==> src/rtl/result_collector.sv <==
// Captures one falling-edge-strobed result byte per core, sums them,
// then streams the captured bytes out in core order.
module result_collector #(
  parameter int CORES = 16
) (
  input  logic               clk,
  input  logic               reset,
  input  logic [CORES*8-1:0] core_result,
  input  logic [CORES-1:0]   core_strobe,
  output logic [CORES-1:0]   done_mask,
  output logic               all_done,
  output logic [15:0]        total,
  output logic [15:0]        cycle_count,
  output logic               out_valid,
  input  logic               out_ready,
  output logic [3:0]         out_core,
  output logic [7:0]         out_data,
  output logic               out_last
);

  typedef enum logic [1:0] {
    COLLECT,
    STREAM,
    FINISHED
  } state_e;

  localparam logic [3:0] LAST = 4'(CORES - 1);

  state_e            state_q, state_d;
  logic [3:0]        idx_q, idx_d;
  logic [CORES-1:0]  strobe_q;
  logic [CORES-1:0]  mask_q, mask_d;
  logic              done_q, done_d;
  logic              armed_q;
  logic [15:0]       total_q, total_d;
  logic [15:0]       cnt_q, cnt_d;
  logic [7:0]        cap_q [CORES];
  logic [7:0]        cap_d [CORES];
  logic [CORES-1:0]  ev;
  logic [15:0]       sum;

  // armed_q masks the first cycle after reset so a strobe that was
  // already low during reset is not mistaken for a falling edge.
  always_comb begin
    ev = '0;
    if (state_q == COLLECT && armed_q) begin
      ev = strobe_q & ~core_strobe & ~mask_q;
    end
    sum   = '0;
    cap_d = cap_q;
    for (int k = 0; k < CORES; k++) begin
      if (ev[k]) begin
        sum      = sum + 16'(core_result[8*k +: 8]);
        cap_d[k] = core_result[8*k +: 8];
      end
    end
    mask_d  = mask_q | ev;
    total_d = total_q + sum;
    done_d  = &mask_d;
    cnt_d   = cnt_q;
    if (!done_q && cnt_q != 16'hFFFF) begin
      cnt_d = cnt_q + 16'd1;
    end
  end

  always_comb begin
    state_d = state_q;
    idx_d   = idx_q;
    case (state_q)
      COLLECT: begin
        if (done_q) begin
          state_d = STREAM;
          idx_d   = '0;
        end
      end
      STREAM: begin
        if (out_ready) begin
          idx_d = idx_q + 4'd1;
          if (idx_q == LAST) begin
            state_d = FINISHED;
          end
        end
      end
      default: begin
        state_d = FINISHED;
      end
    endcase
  end

  always_ff @(posedge clk) begin
    if (reset) begin
      state_q  <= COLLECT;
      idx_q    <= '0;
      strobe_q <= '1;
      mask_q   <= '0;
      done_q   <= 1'b0;
      armed_q  <= 1'b0;
      total_q  <= '0;
      cnt_q    <= '0;
      cap_q    <= '{default: '0};
    end else begin
      state_q  <= state_d;
      idx_q    <= idx_d;
      strobe_q <= core_strobe;
      mask_q   <= mask_d;
      done_q   <= done_d;
      armed_q  <= 1'b1;
      total_q  <= total_d;
      cnt_q    <= cnt_d;
      cap_q    <= cap_d;
    end
  end

  always_comb begin
    out_valid = 1'b0;
    out_core  = '0;
    out_data  = '0;
    out_last  = 1'b0;
    if (state_q == STREAM) begin
      out_valid = 1'b1;
      out_core  = idx_q;
      out_last  = (idx_q == LAST);
      for (int k = 0; k < CORES; k++) begin
        if (idx_q == 4'(k)) begin
          out_data = cap_q[k];
        end
      end
    end
  end

  assign done_mask   = mask_q;
  assign all_done    = done_q;
  assign total       = total_q;
  assign cycle_count = cnt_q;

endmodule

==> config.mk <==
export PLATFORM = sky130hd
export DESIGN_NAME = result_collector
export DESIGN_NICKNAME = d
export VERILOG_FILES = /design/src/rtl/result_collector.sv
export SDC_FILE = /design/constraint.sdc
export NUM_CORES = 1
export LEC_CHECK = 0
export ABC_AREA = 0
export BUFFER_PORTS_ARGS = -buffer_cell sky130_fd_sc_hd__buf_2
export CAP_MARGIN = 25
export CELL_PAD_IN_SITES_DETAIL_PLACEMENT = 0
export CELL_PAD_IN_SITES_GLOBAL_PLACEMENT = 1
export CORE_MARGIN = 3
export CORE_UTILIZATION = 40
export DETAILED_ROUTE_END_ITERATION = 7
export GPL_TIMING_DRIVEN = 0
export PLACE_DENSITY = 0.86
export SLEW_MARGIN = 20
export SYNTH_ARGS = -nofsm -noshare
export SYNTH_HDL_FRONTEND = slang
export SYNTH_SLANG_ARGS = --single-unit
==> constraint.sdc <==
create_clock -name clk -period 20.9 [get_ports clk]
set_input_delay 0 -clock clk [delete_from_list [all_inputs] [get_ports clk]]
set_output_delay 0 -clock clk [all_outputs]
set_load 0.01 [all_outputs]
======== Yosys cells after proc, flatten, opt, wreduce, memory -nomap -nowiden ========
Cells that the tools add are included.
word-level totals
  register bits after elaboration ......... 200
  bits of input ports ..................... 147
  output and inout bits ................... 63
  word-level logic and storage cells ...... 121
cells by class
  add/sub/neg operators ................... 18
  eq/ne operators ......................... 20
  mux-type cells .......................... 45
  bitwise gates (word level) .............. 5
  reductions and logical operators ........ 9
operators with widths
  kind                                                 number
  2-to-1 mux 16 bit                                    16
  adder 16 x 8 -> 16 bit                               15
  2-to-1 mux 8 bit                                     18
  bitwise AND 16 bit                                   2
  equality test 4 bit, second input constant           8
  NOT 16 bit                                           2
  adder 16 x 1 -> 16 bit, second input constant        1
  adder 16 bit                                         1
  equality test 4 x 3 -> 1 bit, second input constant  4
  != test 16 bit, second input constant                1
  OR 16 bit                                            1
  AND reduction 16 bit                                 1
  2-to-1 mux 4 bit                                     3
  equality test 4 x 2 -> 1 bit, second input constant  2
  one-hot mux 4 bit (2 select lines)                   1
  2-to-1 mux 2 bit                                     3
  AND reduction 3 bit                                  2
  adder 4 x 1 -> 4 bit, second input constant          1
  equality test 4 x 1 -> 1 bit, second input constant  1
  logical NOT 4 bit                                    1
  != test 2 bit, second input constant                 2
  one-hot mux 2 bit (2 select lines)                   1
  2-to-1 mux 1 bit                                     3
  equality test 2 x 1 -> 1 bit, second input constant  1
  5 further kinds                                      6

======== Depth between registers and ports, before layout ========
  word-level depth ........................ 36
  mapped depth ............................ 95

======== Least setup slack after synthesis ========
Ideal clock, no wire load.
  path kind ............................... reg2reg
  start point ............................. register state_q[0]
  end point ............................... register total_q[15] (netlist: total[15])
  arrival time ............................ 15.229 ns
  data required time ...................... 20.772 ns
  path slack .............................. 5.544 ns
  cell stages (with the launch flop) ...... 82
  period minus slack after synthesis ...... 15.356 ns
  cell sequence ........................... dfxtp_1 nor3b_4 buf_6 and3_4 buf_6 nand2_2 inv_1 ha_1 inv_1 fa_1 nor2_1 a21oi_2 inv_1 ha_1 a21o_1 a21oi_1 xnor2_1 mux2_2 (+46 left out) o21a_1 ha_1 a21o_1 a21o_1 xor2_1 mux2_2 ha_1 a21oi_1 o21bai_1 a21oi_1 o21bai_1 a21oi_1 o21bai_1 a21oi_1 o21bai_1 a21oi_1 xor2_1 nor2_1
on the way
  cells in the longest elaborated chain, start to end .. 35
RTL lines
  element                 line  source
  from (decl)             29    state_e state_q, state_d;
  from (signal assigned)  102   state_q <= state_d;
  logical NOT 2 bit (*)   46    if (state_q == COLLECT && armed_q) begin
  logical AND 1 bit (*)   46
  2-to-1 mux 16 bit (*)   46
  2-to-1 mux 8 bit        52    if (ev[k]) begin
  adder 16 x 8 -> 16 bit  53    sum = sum + 16'(core_result[8*k +: 8]);
  2-to-1 mux 16 bit       52
  adder 16 x 8 -> 16 bit  53
  2-to-1 mux 16 bit       52
  (+19 left out)          n/a
  2-to-1 mux 16 bit       52
  adder 16 x 8 -> 16 bit  53
  2-to-1 mux 16 bit       52
  adder 16 x 8 -> 16 bit  53
  2-to-1 mux 16 bit       52
  adder 16 x 8 -> 16 bit  53
  2-to-1 mux 16 bit (*)   52
  adder 16 bit (*)        58    total_d = total_q + sum;
  to (signal assigned)    108   total_q <= total_d;
  to (decl)               35    logic [15:0] total_q, total_d;
Mark *: on every way between the ends. The rest lies on a longest branch, timed or not.
A chain may end at the register's enable or synchronous reset.

======== Worst setup path after layout ========
  start point ............................. register state_q[1]
  end point ............................... register total_q[15] (netlist: total[15])
The elaborated chain is that of the path after synthesis.

==> summary.txt <==
Outcome
  – Outcome: finished clean

Clock network
  – CTS H-tree lvls: 4
  – TritonCTS Buffers: 17
  – Worst skew pair latency: 0.46 ns
  – CTS tree: built
  – Clk sinks: 200
  – Resize count post-CTS: 0
  – Root Buffer: clkbuf_16
  – Clock Path Buffers: 2
  – Clk slew on worst S/H paths: 0.08 ns

Timing
  – Setup Skew: 0.0149 ns
  – Tcrit/Tclk final: 0.860
  – Tightest slew margin relative to the limit: 0.325
  – Slew Limit Fails: 0
  – Final setup fails: 0
  – Final Hold Vio Count: 0
  – RSZ-0062 raised after global routing: false
  – Maximum clock rate: 55.7 MHz
  – Measured slew at the worst slew-check pin: 1.01 ns
  – Final worst path period need: 17.97 ns
  – Setup_tns: 0 ns

Critical path
  – Reg2Reg Depth: 88
  – FF-to-FF End: total[15]
  – Setup CP Type: reg2reg
  – R2r startpoint: state_q[1]
  – Worst Setup End Kind: flop
  – CP arrival: 18.28 ns
  – Crit-path slowest cell: fa_1
  – Reg-to-reg slack, setup: 2.93 ns
  – Crit-path max FO: 10
  – Required time of the worst setup path: 21.22 ns
  – Slowest stage delay, CP: 0.47 ns
  – CP Launch Type: flop
  – Critical path's most frequent cell: ha_1

Yosys
  – Post-synth EDFFs: 0
  – Number of synthesized register bits: 200
  – Largest family of logic cells by synthesized area: compound AO/OA/AOI/OAI gates
  – Post-synthesis area per instance: 7.55 um^2
  – Post-synthesis compound-gate area fraction: 0.221
  – Sequential fraction of the synthesis area: 0.242
  – Multiplexer share of the synthesized area: 0.0539
  – Synth Net Count: 2498
  – Yosys top cell by area: dfxtp_1
  – Gate Count Post-Synth: 2191
  – Yosys cell types: 83
  – Xor-xnor portion of the synthesized cell area: 0.0877
  – Synth async-reset ratio: 0
  – Synth Area in Simple Gates: 0.219
  – Dominant cells by area after synthesis: dfxtp_1 24%, ha_1 11%, nand2_1 8.3%
  – Synth top area share: 0.242
  – Synthesized area: 16500 um^2
  – Adder-Cell Fraction of Synth Area: 0.129
  – Main synth FF type: dfxtp_1
  – Yosys warnings: 0

Detailed routing
  – Vias/cell: 5.34
  – 1st-pass router iterations: 7
  – Detailed-route via count: 16600
  – Wire per inst: 17.3 um
  – DR iter-0 viols: 1065
  – Final ANT Viol Nets: 0
  – DRC viols: 0
  – Final WL: 53.7 mm

Placed design
  – DP HPWL: 42.6 mm
  – PortBufs: 208
  – Routability cong.: 0.913
  – Post-DP Area: 18300 um^2

Global route
  – GR Overflow Total: 0
  – Vias in the first global route: 16100
  – First-pass GRT wire length: 84.5 mm
  – Largest net degree at the start of global routing: 19
  – GRT Total Usage: 0.239
  – Initial antenna violation count: 3

Layout
  – Nets@finish: 2871
  – Layout cells sized above 1: 0.146
  – Final instance area: 20300 um^2
  – Area Overhead vs Synth: 22.5%

Floorplanning
  – Die Y: 209 um
  – Row cnt: 73
  – Boundary pin count: 210
  – Starting density of the core: 0.411
  – Core box area: 40300 um^2
  – Die ar.: 43800 um^2
  – Die width: 209 um

Hold path
  – Hold Crit Class: in2reg
  – Hold_sp: reset
  – Endpoint of the worst hold path: done_mask[8]
  – Hold path cells: 2

Power and ir drop
  – Switching Power: 759 uW
  – Comb power frac: 0.586
  – Sw frac: 0.420
  – Internal cell power: 1.05 mW
  – Leak Pwr: 8.83 nW
  – Peak supply drop: 88.7 uV
  – Pwr/cell area: 89.2 nW/um^2
  – Clock share of power: 0.180
  – Power share of the sequential group: 0.234

Flow run
  – Maxcap violations: 0
metal layers:
metal / vias to the layer above / share of wire / track usage
met5: - / 0.00024 / 0
met4: 2 / 0.020 / 0.0591
met3: 60 / 0.055 / 0.0456
met2: 387 / 0.47 / 0.403
met1: 7768 / 0.46 / 0.315
li1: 8351 / - / -
power by group through the flow:
stage | registers, mW | logic [mW] | clock network, mW
floorplan | 0.433 | 0.798 | 0
global placement | 0.430 | 0.992 | 0
detailed placement | 0.431 | 1.02 | 0
CTS | 0.422 | 1.05 | 0.331
global route | 0.425 | 1.19 | 0.347
finish | 0.422 | 1.06 | 0.325
registers in the layout, summed over array words and instances (netlist names):
name,count
strobe_q,16
done_mask,16
cycle_count,16
total,16
state_q,2
cap_q,128
idx_q,4
all_done,1
armed_q,1
Yosys cell counts, drive strengths merged, types with 15 or more instances:
| cell | instances |
|---|---|
| nand3 | 40 |
| o21ai | 107 |
| nor3 | 29 |
| and2 | 15 |
| o21bai | 30 |
| o211ai | 17 |
| a22oi | 20 |
| inv | 97 |
| mux2 | 63 |
| clkbuf | 76 |
| nor2b | 36 |
| xor2 | 41 |
| nand2b | 18 |
| o21a | 25 |
| ha | 144 |
| buf | 23 |
| a21o | 42 |
| xnor2 | 96 |
| nor2 | 213 |
| a211oi | 27 |
| a21oi | 274 |
| and3 | 29 |
| nand2 | 370 |
| or2 | 23 |
| dfxtp | 200 |
| fa | 16 |
worst max path at each step:
| stage | startpoint | end |
|---|---|---|
| 6_report | state_q[1] | total[15] |
| 5_1_grt | state_q[1] | total[15] |
| 4_1_cts | state_q[1] | total[15] |
| 3_5_place_dp | state_q[1] | total[15] |
| 3_3_place_gp | state_q[0] | total[15] |
| 2_1_floorplan | state_q[0] | total[15] |
per-stage QoR:
step           hold WS, ns  utilization  power, mW  setup slack [ns]  cells
2_1_floorplan        0.107            -       1.23              5.54   2191
4_1_cts             0.0912        0.503       1.81              3.05   3101
3_5_place_dp         0.208        0.453       1.45              3.15   2924
6_report            0.0939        0.503       1.81              2.93   3104
3_3_place_gp         0.203        0.453       1.42              3.45   2924
5_1_grt              0.155        0.503       1.96              1.53   3104
kinds of logic after synthesis:
| group | Yosys count |
|---|---|
| compound gates | 602 |
| xor+xnor | 145 |
| fa+ha+maj | 161 |
| buf+inv | 196 |
| flops | 200 |
| mux | 75 |
| simple gates | 812 |
cell type report:
| type | instances | area (um^2) |
|---|---|---|
| diodes | 2 | 5.00 |
| plain buffers | 99 | 427 |
| clock buffers | 20 | 437 |
| clock inverters | 12 | 113 |
| fillers | 3898 | 20000 |
| inverters | 97 | 364 |
| multi-input cells | 1795 | 11800 |
| flip-flops and latches | 200 | 4000 |
| well taps | 525 | 657 |
| repair buffers | 354 | 2500 |
placed cells by master (no fill, tap or decap), types with 9 or more instances in the layout:
| cell type | n |
|---|---|
| ha_1 | 144 |
| nand2b_1 | 18 |
| clkbuf_16 | 17 |
| fa_1 | 16 |
| a22oi_1 | 20 |
| xnor2_1 | 91 |
| o31ai_1 | 9 |
| a221oi_1 | 9 |
| a21o_1 | 42 |
| o211ai_1 | 17 |
| nand3_1 | 38 |
| inv_1 | 95 |
| o21ai_0 | 94 |
| o21bai_1 | 30 |
| mux2_2 | 53 |
| dlygate4sd3_1 | 145 |
| nor2_1 | 211 |
| mux2i_1 | 10 |
| and3_1 | 28 |
| buf_2 | 216 |
| dfxtp_1 | 200 |
| o21a_1 | 25 |
| nand2_1 | 367 |
| clkbuf_1 | 79 |
| or2_2 | 19 |
| xor2_1 | 40 |
| a211oi_1 | 26 |
| nor2b_1 | 36 |
| nor3_1 | 29 |
| o21ai_1 | 11 |
| mux2_4 | 10 |
| and2_1 | 13 |
| a21oi_1 | 267 |
repair_timing:
action                                  4_1_cts  5_1_grt
hold buffers                                145        0
buffers inserted                              0        0
endpoints found under the setup margin        0        0
hold endpoints to repair                    148        0
critical path, delay by kind of cell, from the launching register on:
family          cells  cell delay [ns]
compound gates     33             6.26
xor+xnor            9             1.18
fa+ha+maj          17             5.46
buf+inv            11             1.12
flops               1             0.38
mux                 5             1.44
simple gates       13             1.96
Note: power is estimated with default switching activity, not from simulation.
